File: src/rtl/mult_digit_seq.sv
// mult_digit_seq: WIDTH x WIDTH unsigned multiplier built by sequencing one
// shared combinational 2x2 multiplier over all digit pairs and accumulating
// the shifted 4-bit partial products (D*D cycles per product, D = WIDTH/2).
//
// Optional feature macro: MULT_DIGIT_SEQ_ZERO_SKIP_EN
//   defined   - a zero operand completes on the accepting edge (product 0,
//               done pulse, no RUN phase)
//   undefined - zero operands take the normal RUN path
//
// Ports:
//   clk, rst_n     clock, asynchronous active-low reset
//   start          request, sampled only while idle
//   a, b           operands, captured on the accepting edge
//   busy           high while the digit sequence runs
//   done           one-cycle completion pulse
//   product        last result, held until the next completion
//   mul_a, mul_b   registered digits driven to the shared 2x2 multiplier
//   mul_y          combinational result of the shared 2x2 multiplier
module mult_digit_seq #(
   parameter int unsigned WIDTH = 8
) (
   input  logic                 clk,
   input  logic                 rst_n,
   input  logic                 start,
   input  logic [WIDTH-1:0]     a,
   input  logic [WIDTH-1:0]     b,
   output logic                 busy,
   output logic                 done,
   output logic [2*WIDTH-1:0]   product,
   output logic [1:0]           mul_a,
   output logic [1:0]           mul_b,
   input  logic [3:0]           mul_y
);

   localparam int unsigned D  = WIDTH / 2;
   localparam int unsigned PW = 2 * WIDTH;
   localparam int unsigned CW = (D > 1) ? $clog2(D) : 1;
   localparam int unsigned XW = CW + 1;
   localparam logic [CW-1:0] LAST = CW'(D - 1);

`ifdef MULT_DIGIT_SEQ_ZERO_SKIP_EN
   localparam bit ZERO_SKIP = 1'b1;
`else
   localparam bit ZERO_SKIP = 1'b0;
`endif

   typedef enum logic {IDLE, RUN} state_t;

   state_t          state, state_n;
   logic [WIDTH-1:0] a_reg, a_reg_n;
   logic [WIDTH-1:0] b_reg, b_reg_n;
   logic [PW-1:0]   acc, acc_n;
   logic [CW-1:0]   i_q, i_n;
   logic [CW-1:0]   j_q, j_n;
   logic            busy_n;
   logic            done_n;
   logic [PW-1:0]   product_n;
   logic [1:0]      mul_a_n;
   logic [1:0]      mul_b_n;
   logic [XW:0]     shift_c;
   logic [PW-1:0]   sum_c;

   // Partial product weight is 4^(i+j), i.e. a shift of 2*(i+j) bits.
   assign shift_c = (XW+1)'({i_q, 1'b0}) + (XW+1)'({j_q, 1'b0});
   assign sum_c   = acc + (PW'(mul_y) << shift_c);

   // Next-state and next-output logic.
   always_comb begin
      state_n   = state;
      a_reg_n   = a_reg;
      b_reg_n   = b_reg;
      acc_n     = acc;
      i_n       = i_q;
      j_n       = j_q;
      busy_n    = busy;
      done_n    = 1'b0;
      product_n = product;
      mul_a_n   = mul_a;
      mul_b_n   = mul_b;

      case (state)
         IDLE: begin
            mul_a_n = 2'b00;
            mul_b_n = 2'b00;
            if (start) begin
               if (ZERO_SKIP && ((a == '0) || (b == '0))) begin
                  product_n = '0;
                  done_n    = 1'b1;
               end else begin
                  a_reg_n = a;
                  b_reg_n = b;
                  acc_n   = '0;
                  i_n     = '0;
                  j_n     = '0;
                  busy_n  = 1'b1;
                  state_n = RUN;
                  // First digit pair is presented in the first RUN cycle.
                  mul_a_n = a[1:0];
                  mul_b_n = b[1:0];
               end
            end
         end

         RUN: begin
            acc_n = sum_c;
            if ((i_q == LAST) && (j_q == LAST)) begin
               product_n = sum_c;
               done_n    = 1'b1;
               busy_n    = 1'b0;
               state_n   = IDLE;
               i_n       = '0;
               j_n       = '0;
               mul_a_n   = 2'b00;
               mul_b_n   = 2'b00;
            end else begin
               // j is the inner digit counter, i the outer one.
               if (j_q == LAST) begin
                  j_n = '0;
                  i_n = i_q + CW'(1);
               end else begin
                  j_n = j_q + CW'(1);
               end
               mul_a_n = a_reg[{i_n, 1'b0} +: 2];
               mul_b_n = b_reg[{j_n, 1'b0} +: 2];
            end
         end

         default: begin
            state_n = IDLE;
         end
      endcase
   end

   // State and output registers.
   always_ff @(posedge clk or negedge rst_n) begin
      if (!rst_n) begin
         state   <= IDLE;
         a_reg   <= '0;
         b_reg   <= '0;
         acc     <= '0;
         i_q     <= '0;
         j_q     <= '0;
         busy    <= 1'b0;
         done    <= 1'b0;
         product <= '0;
         mul_a   <= 2'b00;
         mul_b   <= 2'b00;
      end else begin
         state   <= state_n;
         a_reg   <= a_reg_n;
         b_reg   <= b_reg_n;
         acc     <= acc_n;
         i_q     <= i_n;
         j_q     <= j_n;
         busy    <= busy_n;
         done    <= done_n;
         product <= product_n;
         mul_a   <= mul_a_n;
         mul_b   <= mul_b_n;
      end
   end

endmodule

File: config.mk
export PLATFORM = sky130hd
export DESIGN_NAME = mult_digit_seq
export DESIGN_NICKNAME = d
export VERILOG_FILES = /design/src/rtl/mult_digit_seq.sv
export SDC_FILE = /design/constraint.sdc
export NUM_CORES = 1
export LEC_CHECK = 0
export CAP_MARGIN = 20
export CORE_ASPECT_RATIO = 0.9
export CORE_UTILIZATION = 55
export DETAILED_ROUTE_END_ITERATION = 8
export PLACE_DENSITY = 0.85
export SETUP_SLACK_MARGIN = 0.4
export SLEW_MARGIN = 15
export SYNTH_ARGS = -nofsm -noshare
export SYNTH_HDL_FRONTEND = slang
export SYNTH_SLANG_ARGS = --single-unit
File: constraint.sdc
create_clock -name clk -period 4.65 [get_ports clk]
set_clock_uncertainty 0.2 [all_clocks]
set_input_delay 1.395 -clock clk [delete_from_list [all_inputs] [get_ports clk]]
set_output_delay 1.395 -clock clk [all_outputs]
set_load 0.02 [all_outputs]
==> flow_summary.yaml, run 1 <==
grt:
  grt_util_met2_pct: 40.98
  top_usage_layer: "met2"
  grtUsageMet3_pct: 5.154
  antenna_found_initial: 0
  grt_pass1_wl_um: 12370
  grt_overflow: 0
  grt_pass1_vias: 2547
  grt_max_degree: 33
  track_usage_pct: 25.97
  gr-usage-met1_pct: 35.12
pwr:
  p_comb_share_pct: 61.5
  p_per_area_nw_per_um2: 895.4
  p_seq_share_pct: 26.8
  max-vdd-ir-drop_mv: 0.4454
  p_int_uw: 2001
  p_leak_uw: 0.001802
  switching_share_pct: 43.24
  p_clk_share_pct: 11.7
  p_sw_uw: 1524
final_layout:
  fin_cells: 439
  area_growth_pct: 20.58
  layout.nets: 407
  finish.instance_area_um2: 3936
  drive_gt1_share_pct: 14.09
  reg_top3: "acc x16, product x16"
  fillers: 440
  diodes: 0
worst_hold_path:
  min_path_type: "flop to flop"
floorplanning:
  core.rowCount: 26
  start_util_pct: 57.34
  die_w_um: 83.21
  io_pins: 45
  die_area_um2: 6247
  core_um2: 5693
  dieHeight_um: 75.09
cts:
  h-tree-depth: 3
  insertion_delay_ns: 0.35
  cts_buffers: 9
  numClockSinks: 59
  cts_hold_buf: 0
  cts.repair.resized: 0
  clkTransAtPathRegs_ns: 0.06
  clk_path_buf_depth: 2
  cts_tree: "yes"
  post_cts_buffers: 0
  clockRootBuffer: "clkbuf_8"
logic_synthesis:
  syn_inst: 318
  synthArstFlopShare_pct: 100.0
  ys.flop_type: "dfrtp_1"
  ys_seq_area_share_pct: 45.23
  synth_edf_count: 0
  postSynthNetCount: 361
  ys_ff_latch: 59
  post_synth_num_cell_types: 49
  ys_warn_count: 0
  syn_avg_cell_area_um2: 10.27
  syn-cell-area_um2: 3264
sta:
  slew_headroom_pct: 39.19
  setup_violations: 0
  maxClockFrequency_ghz: 0.2459
  grt_setup_unrepaired: "no"
  period_needed_ns: 4.066
  slew_viol_final: 0
  tns_ns: 0
  hold_viol: 0
  finalCritPeriodShare_pct: 87.45
  tightestPinTransition_ns: 0.9121
routing:
  ant_nets: 0
  vias: 2571
  wirelength_um: 7252
  initialDrtViolationCount: 133
  drc: 0
  dr.pass1.iters: 4
  wire_per_inst_um: 16.52
  vias_per_cell: 5.856
worst_setup_path:
  rrSetupSlack_ns: 0.80
  crit_type: "input port to flop"
  crit_fanout: 3
  critPathArrivalTime_ns: 4.10
  worst_ep_required_time_ns: 4.69
  cp-start-kind: "input port"
  cp-end-kind: "flop"
place:
  dpl.hpwl_um: 5103
  routabilityCongestion: 1.039
  placedCellCount: 423
  post_dp_cell_area_um2: 3766
  place.port_buffers: 44
flow_run:
  cap_violations: 0
outcome:
  outcome: "finished, final reports clean"
[routing by layer]
metal / vias up / routed length [um]
met1: 1240 / 3472
met2: 63 / 3260
met5: - / 0
li1: 1249 / -
met3: 19 / 321
met4: 0 / 198
[placed cells by master, fill, tap and decap left out, drive strengths merged, types with 2 or more instances in the layout]
| cell type | instances |
|---|---|
| a211oi | 4 |
| a21o | 4 |
| a21oi | 12 |
| a22o | 7 |
| a31o | 3 |
| a31oi | 4 |
| a32o | 7 |
| and2 | 4 |
| buf | 5 |
| clkbuf | 11 |
| clkdlybuf4s50 | 43 |
| clkinv | 5 |
| dfrtp | 59 |
| fa | 2 |
| ha | 18 |
| inv | 11 |
| mux2 | 16 |
| mux2i | 3 |
| mux4 | 4 |
| nand2 | 50 |
| nand2b | 6 |
| nand3 | 4 |
| nor2 | 22 |
| nor2b | 2 |
| nor3 | 3 |
| o21ai | 22 |
| o21bai | 2 |
| o22ai | 2 |
| o31ai | 4 |
| or2 | 2 |
| or3 | 4 |
| xnor2 | 6 |
| xor2 | 5 |
[power groups by stage]
stage | combinational, uW | sequential, uW | clock [uW]
floorplan | 1520 | 1010 | 0
CTS | 2160 | 947 | 419
detailed placement | 2140 | 947 | 0
finish | 2170 | 946 | 411
global route | 2400 | 981 | 442
global placement | 2080 | 939 | 0
[worst max-delay path, cell delays in order]
cell and delay [ns]:
clkdlybuf4s50_1 0.44, nand2b_1 0.15, nor2_1 0.06, a31oi_1 0.21, nor2b_1 0.10, ha_1 0.34
a21oi_2 0.23, o21ai_1 0.14, a32oi_2 0.27, a31oi_1 0.14, or3_1 0.35, a32o_1 0.28
[worst paths after layout]
check                      startpoint  cells past startpoint          to
max reg2reg                    i_q[0]                     13     acc[12]
max                          mul_y[0]                     12     acc[12]
min                        product[4]                      2  product[4]
min in group asynchronous       rst_n                      1      acc[5]
min reg2reg                product[4]                      2  product[4]
max in group asynchronous       rst_n                      2    b_reg[6]
[per-stage QoR]
step	hold WS, ns	utilization (%)	setup slack (ns)	power (uW)
after floorplan	0.2551	-	1.001	2536
after global placement	0.2567	66.15	0.3296	3015
after detailed placement	0.2627	66.15	0.2760	3090
after CTS	0.2785	69.14	0.6486	3523
after global routing	0.3045	69.14	0.4307	3821
final	0.2695	69.14	0.5836	3524
[cells by family after synthesis]
kind of cell / share of synthesized area (%)
buf+inv: 2.836
simple gates: 14.14
mux: 9.199
compound gates: 17.52
xor+xnor: 2.951
fa+ha+maj: 8.126
flops: 45.23
[area by class of cell]
class | instances | area [um^2] | share of cell area (%)
multi-input cells | 235 | 1695 | 43.07
flip-flops and latches | 59 | 1476 | 37.51
repair buffers | 48 | 465.4 | 11.82
clock buffers | 11 | 141.4 | 3.592
well taps | 70 | 87.58 | 2.225
inverters | 11 | 41.29 | 1.049
clock inverters | 5 | 28.78 | 0.7311
[synthesized netlist by cell type (5+ instances only)]
| library cell | count | area, um^2 |
|---|---|---|
| inv_1 | 11 | 41.29 |
| mux2_2 | 16 | 180.2 |
| nor2_1 | 22 | 82.58 |
| xor2_1 | 5 | 43.79 |
| a32o_1 | 7 | 70.07 |
| a22o_1 | 7 | 61.31 |
| nand2_1 | 50 | 187.7 |
| o21ai_0 | 19 | 95.09 |
| nand2b_1 | 6 | 37.54 |
| dfrtp_1 | 59 | 1476 |
| a21oi_1 | 11 | 55.05 |
| xnor2_1 | 6 | 52.55 |
| ha_1 | 18 | 225.2 |
| clkbuf_1 | 10 | 37.54 |
Power figures use the tool's default switching activity.
==> run 2, diff against run 1 <==
- SLEW_MARGIN: 15 -> unset
==> results of run 2 <==
Same layout as run 1: the final DEF is identical, and so are final timing and power.
